`src/rtl/alu_arb_pkg.sv`:
```
// Shared types and widths for the ALU arbiter: FSM states, opcode constants,
// operand/result widths and the watchdog counter width.
package alu_arb_pkg;

   localparam int OP_W   = 3;
   localparam int OPND_W = 8;
   localparam int RES_W  = 16;
   localparam int CNT_W  = 8;

   localparam logic [OP_W-1:0] OP_NOP = 3'b000;

   typedef enum logic [1:0] {
      IDLE = 2'd0,
      BUSY = 2'd1,
      RESP = 2'd2
   } arb_state_e;

endpackage

```
`src/rtl/alu_rr_pick.sv`:
```
// Combinational round-robin selector: first set request strictly after the
// pointer, wrapping around.
module alu_rr_pick #(
   parameter int NUM_REQ = 4,
   parameter int IDX_W   = 2
) (
   input  logic [NUM_REQ-1:0] req_i,
   input  logic [IDX_W-1:0]   ptr_i,
   output logic [IDX_W-1:0]   grant_o,
   output logic               any_req_o
);

   logic [IDX_W-1:0] cand;

   // Walk from the farthest candidate to the nearest so the nearest set bit wins.
   always_comb begin
      grant_o   = '0;
      any_req_o = 1'b0;
      cand      = '0;
      for (int k = NUM_REQ; k >= 1; k--) begin
         cand = IDX_W'((int'(ptr_i) + k) % NUM_REQ);
         if (req_i[cand]) begin
            grant_o   = cand;
            any_req_o = 1'b1;
         end
      end
   end

endmodule

```
`src/rtl/alu_arbiter.sv`:
```
// Shares one ALU between NUM_REQ requesters with round-robin grant, local NOP
// completion and a per-operation watchdog. All outputs are registered.
//
// state | meaning
// IDLE  | waiting for any request; picks the next requester round-robin
// BUSY  | ALU op in flight, alu_start held, watchdog counting down
// RESP  | one-cycle response pulse to the granted requester
module alu_arbiter
   import alu_arb_pkg::*;
#(
   parameter int NUM_REQ = 4,
   parameter int TIMEOUT = 16
) (
   input  logic                      clk,
   input  logic                      reset_n,
   input  logic [NUM_REQ-1:0]        req_valid,
   input  logic [OP_W*NUM_REQ-1:0]   req_op,
   input  logic [OPND_W*NUM_REQ-1:0] req_a,
   input  logic [OPND_W*NUM_REQ-1:0] req_b,
   output logic [NUM_REQ-1:0]        rsp_valid,
   output logic [RES_W-1:0]          rsp_result,
   output logic                      rsp_error,
   output logic                      alu_start,
   output logic [OP_W-1:0]           alu_op,
   output logic [OPND_W-1:0]         alu_a,
   output logic [OPND_W-1:0]         alu_b,
   input  logic                      alu_done,
   input  logic [RES_W-1:0]          alu_result,
   output logic                      busy,
   output logic [CNT_W-1:0]          timeout_count
);

   localparam int IDX_W = (NUM_REQ > 1) ? $clog2(NUM_REQ) : 1;
   localparam logic [CNT_W-1:0] TMO_LOAD = CNT_W'(TIMEOUT - 1);

   arb_state_e          state_q, state_d;
   logic [IDX_W-1:0]    idx_q, idx_d, ptr_q, ptr_d;
   logic [OP_W-1:0]     op_q, op_d;
   logic [OPND_W-1:0]   a_q, a_d, b_q, b_d;
   logic                start_q, start_d;
   logic [NUM_REQ-1:0]  rsp_valid_q, rsp_valid_d;
   logic [RES_W-1:0]    rsp_result_q, rsp_result_d;
   logic                rsp_error_q, rsp_error_d;
   logic                busy_q;
   logic [CNT_W-1:0]    tmo_cnt_q, tmo_cnt_d;
   logic [CNT_W-1:0]    timer_q, timer_d;

   logic [IDX_W-1:0]    grant_idx;
   logic                any_req;
   logic [OP_W-1:0]     op_arr [NUM_REQ];
   logic [OPND_W-1:0]   a_arr  [NUM_REQ];
   logic [OPND_W-1:0]   b_arr  [NUM_REQ];

   for (genvar g = 0; g < NUM_REQ; g++) begin : g_unpack
      assign op_arr[g] = req_op[OP_W*g +: OP_W];
      assign a_arr[g]  = req_a[OPND_W*g +: OPND_W];
      assign b_arr[g]  = req_b[OPND_W*g +: OPND_W];
   end

   alu_rr_pick #(
      .NUM_REQ (NUM_REQ),
      .IDX_W   (IDX_W)
   ) u_pick (
      .req_i     (req_valid),
      .ptr_i     (ptr_q),
      .grant_o   (grant_idx),
      .any_req_o (any_req)
   );

   always_comb begin
      state_d      = state_q;
      idx_d        = idx_q;
      ptr_d        = ptr_q;
      op_d         = op_q;
      a_d          = a_q;
      b_d          = b_q;
      start_d      = start_q;
      rsp_valid_d  = '0;
      rsp_result_d = rsp_result_q;
      rsp_error_d  = rsp_error_q;
      tmo_cnt_d    = tmo_cnt_q;
      timer_d      = timer_q;
      case (state_q)
         IDLE: begin
            if (any_req) begin
               idx_d = grant_idx;
               if (op_arr[grant_idx] == OP_NOP) begin
                  state_d                = RESP;
                  rsp_valid_d[grant_idx] = 1'b1;
                  rsp_result_d           = '0;
                  rsp_error_d            = 1'b0;
               end else begin
                  state_d = BUSY;
                  start_d = 1'b1;
                  op_d    = op_arr[grant_idx];
                  a_d     = a_arr[grant_idx];
                  b_d     = b_arr[grant_idx];
                  timer_d = TMO_LOAD;
               end
            end
         end
         BUSY: begin
            // A done arriving in the last allowed cycle still counts as success.
            if (alu_done) begin
               state_d            = RESP;
               start_d            = 1'b0;
               rsp_valid_d[idx_q] = 1'b1;
               rsp_result_d       = alu_result;
               rsp_error_d        = 1'b0;
            end else if (timer_q == '0) begin
               state_d            = RESP;
               start_d            = 1'b0;
               rsp_valid_d[idx_q] = 1'b1;
               rsp_result_d       = '0;
               rsp_error_d        = 1'b1;
               if (tmo_cnt_q != '1) tmo_cnt_d = tmo_cnt_q + 1'b1;
            end else begin
               timer_d = timer_q - 1'b1;
            end
         end
         RESP: begin
            ptr_d   = idx_q;
            state_d = IDLE;
         end
         default: state_d = IDLE;
      endcase
   end

   always_ff @(posedge clk or negedge reset_n) begin
      if (!reset_n) begin
         state_q      <= IDLE;
         idx_q        <= '0;
         ptr_q        <= IDX_W'(NUM_REQ - 1);
         op_q         <= '0;
         a_q          <= '0;
         b_q          <= '0;
         start_q      <= 1'b0;
         rsp_valid_q  <= '0;
         rsp_result_q <= '0;
         rsp_error_q  <= 1'b0;
         busy_q       <= 1'b0;
         tmo_cnt_q    <= '0;
         timer_q      <= '0;
      end else begin
         state_q      <= state_d;
         idx_q        <= idx_d;
         ptr_q        <= ptr_d;
         op_q         <= op_d;
         a_q          <= a_d;
         b_q          <= b_d;
         start_q      <= start_d;
         rsp_valid_q  <= rsp_valid_d;
         rsp_result_q <= rsp_result_d;
         rsp_error_q  <= rsp_error_d;
         busy_q       <= (state_d != IDLE);
         tmo_cnt_q    <= tmo_cnt_d;
         timer_q      <= timer_d;
      end
   end

   assign rsp_valid     = rsp_valid_q;
   assign rsp_result    = rsp_result_q;
   assign rsp_error     = rsp_error_q;
   assign alu_start     = start_q;
   assign alu_op        = op_q;
   assign alu_a         = a_q;
   assign alu_b         = b_q;
   assign busy          = busy_q;
   assign timeout_count = tmo_cnt_q;

endmodule

```
`config.mk`:
```
export PLATFORM = sky130hd
export DESIGN_NAME = alu_arbiter
export DESIGN_NICKNAME = d
export VERILOG_FILES = /design/src/rtl/alu_arb_pkg.sv /design/src/rtl/alu_rr_pick.sv /design/src/rtl/alu_arbiter.sv
export SDC_FILE = /design/constraint.sdc
export NUM_CORES = 1
export LEC_CHECK = 0
export ABC_AREA = 1
export CORE_MARGIN = 3
export CORE_UTILIZATION = 43
export CTS_CLUSTER_DIAMETER = 50
export DETAILED_ROUTE_END_ITERATION = 12
export GPL_ROUTABILITY_DRIVEN = 1
export MAX_ROUTING_LAYER = met4
export PLACE_DENSITY = 0.82
export SLEW_MARGIN = 10
export SYNTH_ARGS = -nofsm -noshare
export SYNTH_HDL_FRONTEND = slang
export SYNTH_SLANG_ARGS = --single-unit
```
`constraint.sdc`:
```
create_clock -name clk -period 2.6 [get_ports clk]
set_input_delay 0.65 -clock clk [delete_from_list [all_inputs] [get_ports clk]]
set_output_delay 0.65 -clock clk [all_outputs]
set_load 0.05 [all_outputs]
```
==> report_table.html, run 1 <==
<table>
<tr><th>Metric</th><th>Value</th></tr>
<tr><th colspan="2">Run status</th></tr>
<tr><td>Result of the run</td><td>completed</td></tr>
<tr><th colspan="2">Cells and area</th></tr>
<tr><td>Most frequent cells in the layout</td><td>sky130_fd_sc_hd__nand2_1, sky130_fd_sc_hd__clkdlybuf4s50_1, sky130_fd_sc_hd__nand3_1</td></tr>
<tr><td>Area growth from synthesis to final layout</td><td>59.2%</td></tr>
<tr><td>Final std cell area, no fill</td><td>0.00573 mm^2</td></tr>
<tr><td>Sequential cell area</td><td>0.00160 mm^2</td></tr>
<tr><td>Leading cell type in the layout, fill and taps excluded</td><td>sky130_fd_sc_hd__nand2_1</td></tr>
<tr><td>Layout Nets</td><td>749</td></tr>
<tr><td>Number of inserted diodes</td><td>0</td></tr>
<tr><td>Fraction of layout cells with a size suffix above 1</td><td>0.153</td></tr>
<tr><td>Count of fill cells added during filler insertion</td><td>603</td></tr>
<tr><td>Area of the multi-input gates</td><td>0.00183 mm^2</td></tr>
<tr><th colspan="2">Timing</th></tr>
<tr><td>Post-route fraction of the period consumed by the critical path</td><td>0.968</td></tr>
<tr><td>Final worst setup slack</td><td>0.0827 ns</td></tr>
<tr><td>Max transition margin</td><td>0.623</td></tr>
<tr><td>Count of final hold-check violations</td><td>0</td></tr>
<tr><td>Top achievable clock speed</td><td>0.397 GHz</td></tr>
<tr><td>Slew Limit Fails</td><td>0</td></tr>
<tr><td>Worst clock skew</td><td>0.0100 ns</td></tr>
<tr><td>Final number of setup-violating endpoints</td><td>0</td></tr>
<tr><td>Aggregate negative setup slack</td><td>0 ns</td></tr>
<tr><td>Worst slew pin tran</td><td>0.564 ns</td></tr>
<tr><td>Post-route minimum period</td><td>2.52 ns</td></tr>
<tr><th colspan="2">Place</th></tr>
<tr><td>Detail Placement HPWL</td><td>8440 um</td></tr>
<tr><td>Count of port buffers added during placement</td><td>148</td></tr>
<tr><td>Worst Setup Slack post-DPL</td><td>-0.352 ns</td></tr>
<tr><td>Final Wtd Congestion</td><td>0.851</td></tr>
<tr><td>Area of placed instances</td><td>0.00539 mm^2</td></tr>
<tr><th colspan="2">Floorplan</th></tr>
<tr><td>Core ar.</td><td>0.00793 mm^2</td></tr>
<tr><td>Die area</td><td>0.00951 mm^2</td></tr>
<tr><td>Floorplan die height</td><td>97.5 um</td></tr>
<tr><td>Count of standard-cell rows</td><td>32</td></tr>
<tr><td>Top-level port count</td><td>149</td></tr>
<tr><td>Initial cell density of the core</td><td>0.454</td></tr>
<tr><td>Die width</td><td>97.5 um</td></tr>
<tr><th colspan="2">Power and ir drop</th></tr>
<tr><td>Pleak</td><td>2.71 nW</td></tr>
<tr><td>Design Power</td><td>8.48 mW</td></tr>
<tr><td>Worst IR Drop VDD</td><td>0.000762 V</td></tr>
<tr><td>PD cells</td><td>1480 mW/mm^2</td></tr>
<tr><th colspan="2">Job</th></tr>
<tr><td>Total of max-cap violations</td><td>0</td></tr>
<tr><th colspan="2">Drt</th></tr>
<tr><td>Number of iterations in the first detailed-routing pass</td><td>5</td></tr>
<tr><td>Number of remaining DRC errors</td><td>0</td></tr>
<tr><td>Iteration-0 DRC count of the detailed router</td><td>158</td></tr>
<tr><td>Number of vias after detailed routing</td><td>3950</td></tr>
<tr><td>Wire length after detailed routing</td><td>11200 um</td></tr>
<tr><td>Remaining number of nets flagged by the antenna check after routing</td><td>0</td></tr>
<tr><td>Avg Vias per Cell</td><td>5.24</td></tr>
<tr><td>Average wire per standard cell</td><td>14.9 um</td></tr>
<tr><th colspan="2">Clocking</th></tr>
<tr><td>Buffer type at the clock tree root</td><td>sky130_fd_sc_hd__clkbuf_8</td></tr>
<tr><td>Number of H-tree levels</td><td>3</td></tr>
<tr><td>Clock tree buffer depth</td><td>2</td></tr>
<tr><td>Sink count of the clock tree</td><td>64</td></tr>
<tr><td>TritonCTS clock tree</td><td>yes</td></tr>
<tr><td>Worst-skew pair later-pin latency</td><td>0.33 ns</td></tr>
<tr><td>Clock transition at the registers of the reported paths</td><td>0.07 ns</td></tr>
<tr><td>Num CTS Buffers</td><td>9</td></tr>
<tr><th colspan="2">GRT</th></tr>
<tr><td>First-pass GRT wire length</td><td>18200 um</td></tr>
<tr><td>Vias in the first global route</td><td>4008</td></tr>
<tr><td>Maximum number of pins on one net before global-route repair</td><td>35</td></tr>
<tr><td>Antenna violations before repair</td><td>0</td></tr>
<tr><td>Grt total ovfl</td><td>0</td></tr>
<tr><td>Aggregate global-route resource usage</td><td>0.238</td></tr>
<tr><th colspan="2">Critical path</th></tr>
<tr><td>Reg2reg path depth</td><td>18</td></tr>
<tr><td>Data required time of the worst path</td><td>2.82 ns</td></tr>
<tr><td>Reg-to-Reg Start</td><td>ptr_q[0]$_DFFE_PN1N_</td></tr>
<tr><td>Nature of the critical path endpoint</td><td>register</td></tr>
<tr><td>Biggest fanout along the worst timing path</td><td>5</td></tr>
<tr><td>Critical Setup Path Class</td><td>primary input to register</td></tr>
<tr><td>Beginning of the critical path</td><td>req_valid[2]</td></tr>
<tr><td>Critical Path AT</td><td>2.74 ns</td></tr>
<tr><td>FF-to-FF setup slack</td><td>0.16 ns</td></tr>
<tr><td>Launching element type of the critical path</td><td>primary input</td></tr>
<tr><td>Reg-to-reg critical path endpoint</td><td>rsp_valid[3]$_DFF_PN0_</td></tr>
<tr><th colspan="2">Yosys</th></tr>
<tr><td>Proportion of synthesized chip area in sequential cells</td><td>0.446</td></tr>
<tr><td>Number of cells produced by synthesis</td><td>470</td></tr>
<tr><td>Warnings from Yosys</td><td>0</td></tr>
<tr><td>Mean instance size in the synthesized netlist</td><td>7.66 um^2</td></tr>
<tr><td>Post-synthesis cell area</td><td>0.00360 mm^2</td></tr>
<tr><td>Count of distinct cell types in the synthesized netlist</td><td>36</td></tr>
<tr><td>Post-Synthesis Net Count</td><td>571</td></tr>
<tr><td>Synth Register Bits</td><td>64</td></tr>
<tr><th colspan="2">Hold path</th></tr>
<tr><td>Classification of the worst-slack hold path</td><td>primary input to asynchronous set/reset pin</td></tr>
</table>
[how the worst max path moves through the flow]
stage	to	slack, ns
floorplan	rsp_error$_DFFE_PN0P_	0.34
global placement	rsp_valid[1]$_DFF_PN0_	-0.22
detailed placement	rsp_valid[1]$_DFF_PN0_	-0.35
CTS	rsp_result[10]$_DFFE_PN0P_	0.05
global route	rsp_result[4]$_DFFE_PN0P_	-0.02
finish	rsp_valid[3]$_DFF_PN0_	0.08
[critical path, cell delays in order]
cell and delay, ns:
sky130_fd_sc_hd__clkdlybuf4s50_1 0.48, sky130_fd_sc_hd__inv_1 0.05, sky130_fd_sc_hd__nand2_2 0.07, sky130_fd_sc_hd__nand3_2 0.08
sky130_fd_sc_hd__nand2_2 0.09, sky130_fd_sc_hd__inv_2 0.05, sky130_fd_sc_hd__nand2_4 0.06, sky130_fd_sc_hd__nand3_4 0.12
sky130_fd_sc_hd__clkbuf_16 0.19, sky130_fd_sc_hd__nand4_1 0.09, sky130_fd_sc_hd__nand2_1 0.09, sky130_fd_sc_hd__nor2_4 0.16
sky130_fd_sc_hd__nand3b_1 0.11, sky130_fd_sc_hd__buf_6 0.15, sky130_fd_sc_hd__buf_6 0.12, sky130_fd_sc_hd__o22ai_1 0.18
[layout make-up]
cell class                 count  area share
sequential                    64       0.280
multi-input combinational    357       0.318
inverter                      31      0.0212
tap                          102      0.0223
timing repair buffer         185       0.326
clock inverter                 4     0.00786
clock buffer                  11      0.0247
[per-layer routing]
layer | vias to the layer above | track usage | part of all wire
li1 | 1909 | - | -
met1 | 1854 | 0.262 | 0.38
met2 | 171 | 0.425 | 0.53
met3 | 16 | 0.0675 | 0.075
met4 | 0 | 0.0607 | 0.014
met5 | - | - | 0
[cell families after synthesis]
| group | after synthesis | synth area share |
|---|---|---|
| compound gates | 52 | 0.0740 |
| mux | 1 | 0.00313 |
| flops | 64 | 0.446 |
| buf+inv | 50 | 0.0678 |
| fa+ha+maj | 2 | 0.00695 |
| xor+xnor | 10 | 0.0243 |
| simple gates | 291 | 0.378 |
[metrics by stage]
stage,std cells,hold WS [ns],utilization
finish,754,0.125,0.723
global route,754,0.118,0.723
CTS,748,0.116,0.704
detailed placement,733,0.476,0.680
global placement,733,0.469,0.680
floorplan,470,0.354,-
[Yosys cell counts]
cell | n | area share
sky130_fd_sc_hd__nand3_1 | 76 | 0.11
sky130_fd_sc_hd__nand2_2 | 7 | 0.012
sky130_fd_sc_hd__nand2_4 | 2 | 0.0063
sky130_fd_sc_hd__xor2_1 | 5 | 0.012
sky130_fd_sc_hd__o21ai_0 | 18 | 0.025
sky130_fd_sc_hd__clkinv_1 | 1 | 0.0010
sky130_fd_sc_hd__nor3_1 | 1 | 0.0014
sky130_fd_sc_hd__nand3_2 | 6 | 0.017
sky130_fd_sc_hd__a21oi_2 | 1 | 0.0024
sky130_fd_sc_hd__nand3_4 | 1 | 0.0049
sky130_fd_sc_hd__o22ai_1 | 2 | 0.0035
sky130_fd_sc_hd__mux2_2 | 1 | 0.0031
sky130_fd_sc_hd__inv_2 | 4 | 0.0042
sky130_fd_sc_hd__inv_4 | 1 | 0.0017
sky130_fd_sc_hd__buf_4 | 2 | 0.0042
sky130_fd_sc_hd__inv_1 | 25 | 0.026
sky130_fd_sc_hd__or3_1 | 1 | 0.0017
sky130_fd_sc_hd__buf_2 | 6 | 0.0083
sky130_fd_sc_hd__o21ai_1 | 10 | 0.014
sky130_fd_sc_hd__nor4_1 | 1 | 0.0017
sky130_fd_sc_hd__ha_1 | 2 | 0.0070
sky130_fd_sc_hd__or2_2 | 2 | 0.0035
sky130_fd_sc_hd__nand4_1 | 16 | 0.028
sky130_fd_sc_hd__clkbuf_1 | 4 | 0.0042
sky130_fd_sc_hd__nand3b_1 | 1 | 0.0021
sky130_fd_sc_hd__nor2_2 | 2 | 0.0035
sky130_fd_sc_hd__buf_6 | 5 | 0.016
sky130_fd_sc_hd__dfstp_2 | 2 | 0.015
sky130_fd_sc_hd__dfrtp_1 | 62 | 0.43
sky130_fd_sc_hd__xnor2_1 | 5 | 0.012
sky130_fd_sc_hd__nor2_4 | 4 | 0.013
sky130_fd_sc_hd__a21oi_1 | 21 | 0.029
sky130_fd_sc_hd__nand2_1 | 155 | 0.16
sky130_fd_sc_hd__clkbuf_2 | 1 | 0.0014
sky130_fd_sc_hd__buf_1 | 1 | 0.0010
sky130_fd_sc_hd__nor2_1 | 16 | 0.017
[state kept, by name (all words and copies together) (netlist names), 3 cells and up]
name / cells
rsp_result: 16
alu_a: 8
alu_b: 8
timeout_count: 8
timer_q: 8
rsp_valid: 4
alu_op: 3
[timing repair]
action                     in CTS  in global routing
setup buffers                   0                  2
setup endpoints to repair       1                 51
cloned                          0                  4
hold buffers                    0                  0
pin swaps                       0                  6
resized for setup               1                 29
[where the power goes]
group	switching [mW]	internal, mW	total, mW
registers	0.243	1.41	1.65
logic	3.71	2.30	6.01
clock network	0.359	0.459	0.818
Note: power is estimated with default switching activity, not from simulation.
==> inputs of run 2 (changes only) <==
--- a/config.mk
+++ b/config.mk
@@ -6,6 +6,7 @@
 export NUM_CORES = 1
 export LEC_CHECK = 0
 export ABC_AREA = 1
+export ABC_CLOCK_PERIOD_IN_PS = 2600
 export CORE_MARGIN = 3
 export CORE_UTILIZATION = 43
 export CTS_CLUSTER_DIAMETER = 50
==> results of run 2 <==
The final DEF is identical to that of run 1; final timing and power are the same.
==> inputs of run 3 (changes only) <==
--- a/config.mk
+++ b/config.mk
@@ -9,7 +9,7 @@
 export ABC_CLOCK_PERIOD_IN_PS = 2600
 export CORE_MARGIN = 3
 export CORE_UTILIZATION = 43
-export CTS_CLUSTER_DIAMETER = 50
+export CTS_CLUSTER_DIAMETER = 200
 export DETAILED_ROUTE_END_ITERATION = 12
 export GPL_ROUTABILITY_DRIVEN = 1
 export MAX_ROUTING_LAYER = met4
==> results of run 3 <==
The final DEF is identical to that of run 1; final timing and power are the same.
